<file path="config.mk">
export PLATFORM = sky130hd
export DESIGN_NAME = alu_mul_seq_flat
export DESIGN_NICKNAME = d
export VERILOG_FILES = /design/src/rtl/alu_ctl_pkg.sv /design/src/rtl/alu_mul_seq_if.sv /design/src/rtl/alu_mul_seq_alup2.sv /design/src/rtl/alu_mul_seq.sv /design/src/flat_wrapper.sv
export SDC_FILE = /design/constraint.sdc
export NUM_CORES = 1
export LEC_CHECK = 0
export CORE_ASPECT_RATIO = 0.75
export CORE_MARGIN = 8
export CORE_UTILIZATION = 51
export CTS_BUF_LIST = sky130_fd_sc_hd__clkbuf_4 sky130_fd_sc_hd__clkbuf_8 sky130_fd_sc_hd__clkbuf_16
export CTS_CLUSTER_SIZE = 12
export DETAILED_ROUTE_END_ITERATION = 6
export HOLD_SLACK_MARGIN = 0.02
export PLACE_DENSITY = 0.82
export SETUP_SLACK_MARGIN = 0.15
export SYNTH_ARGS = -nofsm -noshare
export SYNTH_HDL_FRONTEND = slang
export SYNTH_SLANG_ARGS = --single-unit
export TNS_END_PERCENT = 50
</file>
<file path="constraint.sdc">
create_clock -name clk -period 4.6 [get_ports clk]
set_input_delay 0.69 -clock clk [delete_from_list [all_inputs] [get_ports clk]]
set_output_delay 0.69 -clock clk [all_outputs]
set_load 0.005 [all_outputs]
</file>
<file path="src/rtl/alu_ctl_pkg.sv">
// alu_ctl_pkg: ALU control encodings (zx nx zy ny f no) and sequencer state codes.
// Revision: 1.0
`default_nettype none

package alu_ctl_pkg;

   localparam logic [5:0] ALU_AND = 6'b000000;
   localparam logic [5:0] ALU_ADD = 6'b000010;
   // Reserved for later multi-cycle controllers.
   localparam logic [5:0] ALU_SUB = 6'b010011;
   localparam logic [5:0] ALU_X   = 6'b001100;
   localparam logic [5:0] ALU_Y   = 6'b110000;

   localparam logic [2:0] ST_IDLE = 3'd0;
   localparam logic [2:0] ST_TEST = 3'd1;
   localparam logic [2:0] ST_ACC  = 3'd2;
   localparam logic [2:0] ST_SHA  = 3'd3;
   localparam logic [2:0] ST_SHM  = 3'd4;
   localparam logic [2:0] ST_DONE = 3'd5;

endpackage

`default_nettype wire

</file>
<file path="src/rtl/alu_mul_seq_if.sv">
// alu_mul_seq_if: start/operand request and result bus of the multiplier sequencer.
// Revision: 1.0
`default_nettype none

interface alu_mul_seq_if;

   logic        start;
   logic [15:0] A;
   logic [15:0] B;
   logic        busy;
   logic        done;
   logic [15:0] OUT;
   logic        zr;
   logic        ng;

   modport master (output start, A, B, input busy, done, OUT, zr, ng);
   modport slave  (input start, A, B, output busy, done, OUT, zr, ng);

endinterface

`default_nettype wire

</file>
<file path="src/rtl/alu_mul_seq_alup2.sv">
// ALUp2: 16-bit ALU with zero/negate pre-processing on both operands and output negate.
// Revision: 1.0
`default_nettype none

module ALUp2 (
   input  wire logic [15:0] x,
   input  wire logic [15:0] y,
   input  wire logic        zx,
   input  wire logic        nx,
   input  wire logic        zy,
   input  wire logic        ny,
   input  wire logic        f,
   input  wire logic        no,
   output logic      [15:0] out,
   output logic             zr,
   output logic             ng
);

   logic [15:0] w_x0, w_x1, w_y0, w_y1, w_f;

   assign w_x0 = zx ? 16'h0000 : x;
   assign w_x1 = nx ? ~w_x0 : w_x0;
   assign w_y0 = zy ? 16'h0000 : y;
   assign w_y1 = ny ? ~w_y0 : w_y0;
   assign w_f  = f ? (w_x1 + w_y1) : (w_x1 & w_y1);
   assign out  = no ? ~w_f : w_f;
   assign zr   = (out == 16'h0000);
   assign ng   = out[15];

endmodule

`default_nettype wire

</file>
<file path="src/rtl/alu_mul_seq.sv">
// alu_mul_seq: 16x16 -> low-16 shift-and-add multiplier that sequences a single ALUp2.
// Revision: 1.0
`default_nettype none

module alu_mul_seq
   import alu_ctl_pkg::*;
(
   input  wire logic     clk,
   input  wire logic     rst_n,
   alu_mul_seq_if.slave  bus
);

   logic [2:0]  r_state;
   logic [15:0] r_ra, r_rb, r_rp, r_rm;
   logic        r_bit;
   logic [15:0] r_out;
   logic        r_zr, r_ng;

   logic [15:0] w_x, w_y, w_alu_out;
   logic [5:0]  w_ctl;
   logic        w_alu_zr, w_alu_ng;
   logic        w_unused_ng;

   // Operand routing and control word for each micro-step.
   always_comb begin
      w_x   = 16'h0000;
      w_y   = 16'h0000;
      w_ctl = ALU_AND;
      case (r_state)
         ST_TEST: begin w_x = r_rb; w_y = r_rm; w_ctl = ALU_AND; end
         ST_ACC:  begin w_x = r_rp; w_y = r_ra; w_ctl = ALU_ADD; end
         ST_SHA:  begin w_x = r_ra; w_y = r_ra; w_ctl = ALU_ADD; end
         ST_SHM:  begin w_x = r_rm; w_y = r_rm; w_ctl = ALU_ADD; end
         default: begin w_x = 16'h0000; w_y = 16'h0000; w_ctl = ALU_AND; end
      endcase
   end

   ALUp2 u_alu (
      .x   (w_x),
      .y   (w_y),
      .zx  (w_ctl[5]),
      .nx  (w_ctl[4]),
      .zy  (w_ctl[3]),
      .ny  (w_ctl[2]),
      .f   (w_ctl[1]),
      .no  (w_ctl[0]),
      .out (w_alu_out),
      .zr  (w_alu_zr),
      .ng  (w_alu_ng)
   );

   assign w_unused_ng = w_alu_ng;

   always_ff @(posedge clk) begin
      if (!rst_n) begin
         r_state <= ST_IDLE;
         r_ra    <= 16'h0000;
         r_rb    <= 16'h0000;
         r_rp    <= 16'h0000;
         r_rm    <= 16'h0000;
         r_bit   <= 1'b0;
         r_out   <= 16'h0000;
         r_zr    <= 1'b0;
         r_ng    <= 1'b0;
      end else begin
         case (r_state)
            ST_IDLE, ST_DONE: begin
               if (bus.start) begin
                  r_ra    <= bus.A;
                  r_rb    <= bus.B;
                  r_rp    <= 16'h0000;
                  r_rm    <= 16'h0001;
                  r_state <= ST_TEST;
               end else begin
                  r_state <= ST_IDLE;
               end
            end
            ST_TEST: begin
               r_bit   <= ~w_alu_zr;
               r_state <= ST_ACC;
            end
            ST_ACC: begin
               if (r_bit) r_rp <= w_alu_out;
               r_state <= ST_SHA;
            end
            ST_SHA: begin
               r_ra    <= w_alu_out;
               r_state <= ST_SHM;
            end
            ST_SHM: begin
               r_rm <= w_alu_out;
               // Mask doubling to zero means bit 15 has just been processed.
               if (w_alu_zr) begin
                  r_out   <= r_rp;
                  r_zr    <= (r_rp == 16'h0000);
                  r_ng    <= r_rp[15];
                  r_state <= ST_DONE;
               end else begin
                  r_state <= ST_TEST;
               end
            end
            default: r_state <= ST_IDLE;
         endcase
      end
   end

   assign bus.busy = (r_state == ST_TEST) || (r_state == ST_ACC) ||
                     (r_state == ST_SHA)  || (r_state == ST_SHM);
   assign bus.done = (r_state == ST_DONE);
   assign bus.OUT  = r_out;
   assign bus.zr   = r_zr;
   assign bus.ng   = r_ng;

endmodule

`default_nettype wire

</file>
<file path="src/flat_wrapper.sv">
// flat-port wrapper written by rule: the top's interface ports become plain ports
module alu_mul_seq_flat import alu_ctl_pkg::*;
  (clk, rst_n, bus_start, bus_A, bus_B, bus_busy, bus_done, bus_OUT, bus_zr, bus_ng);
  alu_mul_seq_if bus_i ();
  input  wire logic clk;
  input  wire logic rst_n;
  input wire logic [$bits(bus_i.start)-1:0] bus_start;
  input wire logic [$bits(bus_i.A)-1:0] bus_A;
  input wire logic [$bits(bus_i.B)-1:0] bus_B;
  output wire logic [$bits(bus_i.busy)-1:0] bus_busy;
  output wire logic [$bits(bus_i.done)-1:0] bus_done;
  output wire logic [$bits(bus_i.OUT)-1:0] bus_OUT;
  output wire logic [$bits(bus_i.zr)-1:0] bus_zr;
  output wire logic [$bits(bus_i.ng)-1:0] bus_ng;
  assign bus_i.start = bus_start;
  assign bus_i.A = bus_A;
  assign bus_i.B = bus_B;
  assign bus_busy = bus_i.busy;
  assign bus_done = bus_i.done;
  assign bus_OUT = bus_i.OUT;
  assign bus_zr = bus_i.zr;
  assign bus_ng = bus_i.ng;
  alu_mul_seq u_core (.clk(clk), .rst_n(rst_n), .bus(bus_i));
endmodule
</file>
==> summary.md <==
The overall fraction of global-route tracks in use is 23.2%. The tools report the data required time at the worst endpoint as 4.86 ns. The critical hold path startpoint is u_core.bus.OUT[3]$_SDFFE_PN0P_. Most used routing layer in global routing: met2. The run gives 662 as the post-synth net total. Ranked by total cell area, the synthesized netlist is headed by sky130_fd_sc_hd__dfxtp_1 (34%), sky130_fd_sc_hd__nand2_1 (9.3%), sky130_fd_sc_hd__a22oi_1 (7.8%). The worst setup path is launched from a register. Data arrives at the worst endpoint at 4.48 ns.

Max-cap violations in this run came to 0. The critical path class was register to register. For this design the ratio of total power to cell area is 299 nW/µm². The largest stage delay on the critical path came out at 0.51 ns. The H-tree was split into 3 levels.

The number of synthesis warnings is 0, and the die height is 102 µm. Clock-pin slew was measured on the worst setup and hold paths at 0.06 ns. Area overhead of the layout relative to synthesis: 19.9%. Counting distinct cell types in the post-synthesis netlist gives 61.

For the worst flop-to-flop path, the logic depth is 14. Via count of the first global-routing pass: 4,534. The slowest stage of the critical path is the sky130_fd_sc_hd__or4b_1 cell. In this run, post-CTS hold repair placed 0 buffers.

The filler cells instantiated in the layout total 835. The cell family contributing the most delay on the critical path is simple AND/OR/NAND/NOR gates. The final layout contains 698 nets. The total clock buffers created by CTS is 9. For the worst clock skew, the log shows 0.00623 ns. For this run, the leading register cell type out of synthesis is sky130_fd_sc_hd__dfxtp_1.

The end point of the most critical hold path was u_core.bus.OUT[3]$_SDFFE_PN0P_. Portion of the clock cycle consumed by the worst path in the final layout: 91.7%. The multi-input gate area in the final layout was 3060 µm². The HPWL after detailed placement is 10.7 mm. Number of antenna violations at the first check in global routing: 0. The endpoint identified for the worst register-to-register timing path is u_core.bus.OUT[4]$_SDFFE_PN0P_. The run gives 0 as the max-slew violation total from the final report. Dividing the detail-routed wire length by the instance count gives 19.2 µm. The tools report the maximum clock frequency as 0.237 GHz. The critical path goes through nor3b_4 -> or2_2 -> a22o_1 -> ha_1 -> inv_1 -> fa_1 -> xnor2_1 -> or4b_1 -> o31a_1 -> a221o_1 -> a2111oi_2 -> and4_1 -> buf_12 -> mux2i_1. The path class of the tightest hold or removal check is register to register. TritonCTS built the clock tree. The biggest area contributor in the post-synthesis netlist is sky130_fd_sc_hd__dfxtp_1. The post-route netlist has 7.85% of its cells at a drive strength greater than 1. The global routing usage on met3 is 5.16%. The met1 track utilization from global routing came out at 30.5%. For this run, asynchronously set or reset flops after synthesis account for 0%.

The total routed wirelength is 15.0 mm, and the number of synthesized register bits is 85. The cell count after synthesis is 610. Library cell used as clock root buffer: sky130_fd_sc_hd__clkbuf_16. The critical register-to-register path startpoint is u_core.r_state[0]$_SDFF_PN0_. The mean number of vias per cell is 6.20, and the share of Yosys cell area claimed by the top area cell type is 34.1%. The worst pin sits at a relative slew slack of 13.1%.

Global routing consumed, on the met2 layer, 36.5% of the routing resources. The first-pass GRT wire length is 24.1 mm, and the final setup TNS is 0 ns. At the later pin of the worst-skew pair, clock insertion delay measures 0.34 ns. The number of enable flip-flop cells after synthesis is 0, and the sequential fraction of the synthesis area is 34.1%. For this configuration, the core starts out at a cell density of 52.0%.

The first TritonRoute pass finished after 5 iterations. Final standard cell utilization of the core: 62.3%. The count of final setup violators is 0, and the number of failing hold endpoints at the final stage is 0. In this run the register-to-register setup slack is 0.38 ns.

The post-synth design cell area was 4980 µm²; the pin count of the biggest net entering global routing was 64. 55 I/O pins were placed. Setup repair after global routing left no endpoint under its margin. The tools report the number of standard-cell rows in the floorplan as 31. The post-cts gate resize count was 0. The number of input and output port buffers inserted works out to 54. The largest voltage drop on the vdd net was 0.175 mV; the die boundary width was 130 µm. The tools report the number of DRC markers in iteration 0 as 585. The repair_antennas step left the layout with diodes totalling 0. For the pin with the worst max-slew slack, the measured transition is 1.30 ns.

By instance count, the leading cell after synthesis is sky130_fd_sc_hd__nand2_1. The clock net in this run drives a total of 85 sinks. The run gives 13,200 µm² as the floorplan die area. STA classifies the critical path endpoint as a register. The worst path needs 4.22 ns of the cycle, external delays included. The worst-path maximum fanout came out at 18. Summed over all layers, the global routing overflow is 0. The number of setup buffers added after CTS is 0. Counting both buffers and inverters, the worst setup path holds a total of 2.

The flow ran to the end, and the final reports show no timing, DRC or antenna violations. The cell count of the worst hold path was 2; the core area was 9580 µm². The leakage power total was 2.23 nW; the total vias in the final route was 4,852. In the final layout, flip-flops and latches occupy 1710 µm². For the maximum number of buffers from clock root to sink, the log shows 2. The mean instance size in the synthesized netlist works out to 8.17 µm². The congestion estimate from routability-driven global placement came to 0.930.

After synthesis, the most frequently instantiated cells are sky130_fd_sc_hd__nand2_1 (123), sky130_fd_sc_hd__dfxtp_1 (85), sky130_fd_sc_hd__a22oi_1 (52), sky130_fd_sc_hd__clkbuf_1 (43), sky130_fd_sc_hd__a21boi_0 (41). Number of antenna-violating nets in the routed design: 0. For this run, design rule violations remaining after detail routing come to 0.
==> cell families (layout without fill, tap and decap cells) <==
kind of cell,Yosys count,count (layout),share of synthesized area (%)
buffers and inverters,57,97,4.97
and+or+nand+nor,227,227,21.6
DFF,85,85,34.1
adders and majority gates,17,17,4.42
muxes,19,19,3.82
xor gates and xnor gates,14,14,2.46
AOI/OAI and AO/OA,191,191,28.5
==> sequential cells by signal (all words and copies together), names as in the netlist <==
name	count
u_core.r_rm	16
u_core.r_state	3
u_core.bus.OUT	16
u_core.bus.zr	1
u_core.r_rb	16
u_core.r_bit	1
u_core.r_ra	16
u_core.r_rp	16
==> metal layers <==
metal	vias up	wire (µm)
met5	-	0
met3	36	1220
li1	2289	-
met1	2289	6650
met4	0	413
met2	238	6760
==> layout by cell type, fill, tap and decap left out, drive strengths merged, types with 7 or more instances in the layout <==
cell type / count
nand3: 20
a22oi: 52
clkdlybuf4s50: 53
ha: 16
xnor2: 11
nor2: 17
mux2i: 19
a21o: 7
o21a: 7
a211oi: 8
o21ai: 13
clkbuf: 13
nand2: 123
dfxtp: 85
a21boi: 44
nor3: 9
a21oi: 13
a22o: 18
and2: 10
nor2b: 16
buf: 24
==> worst register-to-register path, delay by kind of cell, from the launching register on <==
kind                     cells  cell delay, ns
buffers and inverters        2            0.27
flip-flops                   1            0.41
AO/OA/AOI/OAI                4            1.06
multiplexers                 1            0.24
adder cells (fa/ha/maj)      2            0.67
XOR/XNOR                     1            0.18
AND/OR/NAND/NOR              4            1.32
==> worst max-delay path by stage <==
stage	startpoint	end	slack [ns]	cells past startpoint
2_1_floorplan	u_core.r_state[1]$_SDFF_PN0_	u_core.bus.OUT[10]$_SDFFE_PN0P_	0.15	20
5_1_grt	u_core.r_state[0]$_SDFF_PN0_	u_core.bus.OUT[13]$_SDFFE_PN0P_	0.17	14
6_report	u_core.r_state[0]$_SDFF_PN0_	u_core.bus.OUT[4]$_SDFFE_PN0P_	0.38	14
3_3_place_gp	u_core.r_state[1]$_SDFF_PN0_	u_core.bus.OUT[4]$_SDFFE_PN0P_	0.47	14
3_5_place_dp	u_core.r_state[1]$_SDFF_PN0_	u_core.bus.OUT[4]$_SDFFE_PN0P_	0.30	14
4_1_cts	u_core.r_state[1]$_SDFF_PN0_	u_core.bus.OUT[4]$_SDFFE_PN0P_	0.21	14
==> final cells by class <==
type | instances | area share [%]
clock buffer | 13 | 4.59
clock inverter | 2 | 0.272
inverter | 5 | 0.314
multi-input combinational | 468 | 51.2
sequential | 85 | 28.6
tap | 132 | 2.76
timing repair buffer | 77 | 12.3
==> report_power, final <==
group	switching (mW)	leakage, nW	internal [mW]	total, mW
sequential	0.0256	0.691	0.763	0.788
clock	0.299	0.142	0.416	0.715
combinational	0.164	1.40	0.116	0.280
==> through the flow <==
stage	area (µm²)	total power [mW]	cells	hold slack [ns]	setup slack (ns)
final	5970	1.78	782	0.459	0.381
after global routing	5970	1.84	782	0.480	0.173
after CTS	5940	1.77	782	0.461	0.213
after detailed placement	5650	1.07	767	0.453	0.298
after global placement	5650	1.06	767	0.443	0.472
after floorplan	4990	0.970	610	0.444	0.152
Note: power is estimated with default switching activity, not from simulation.
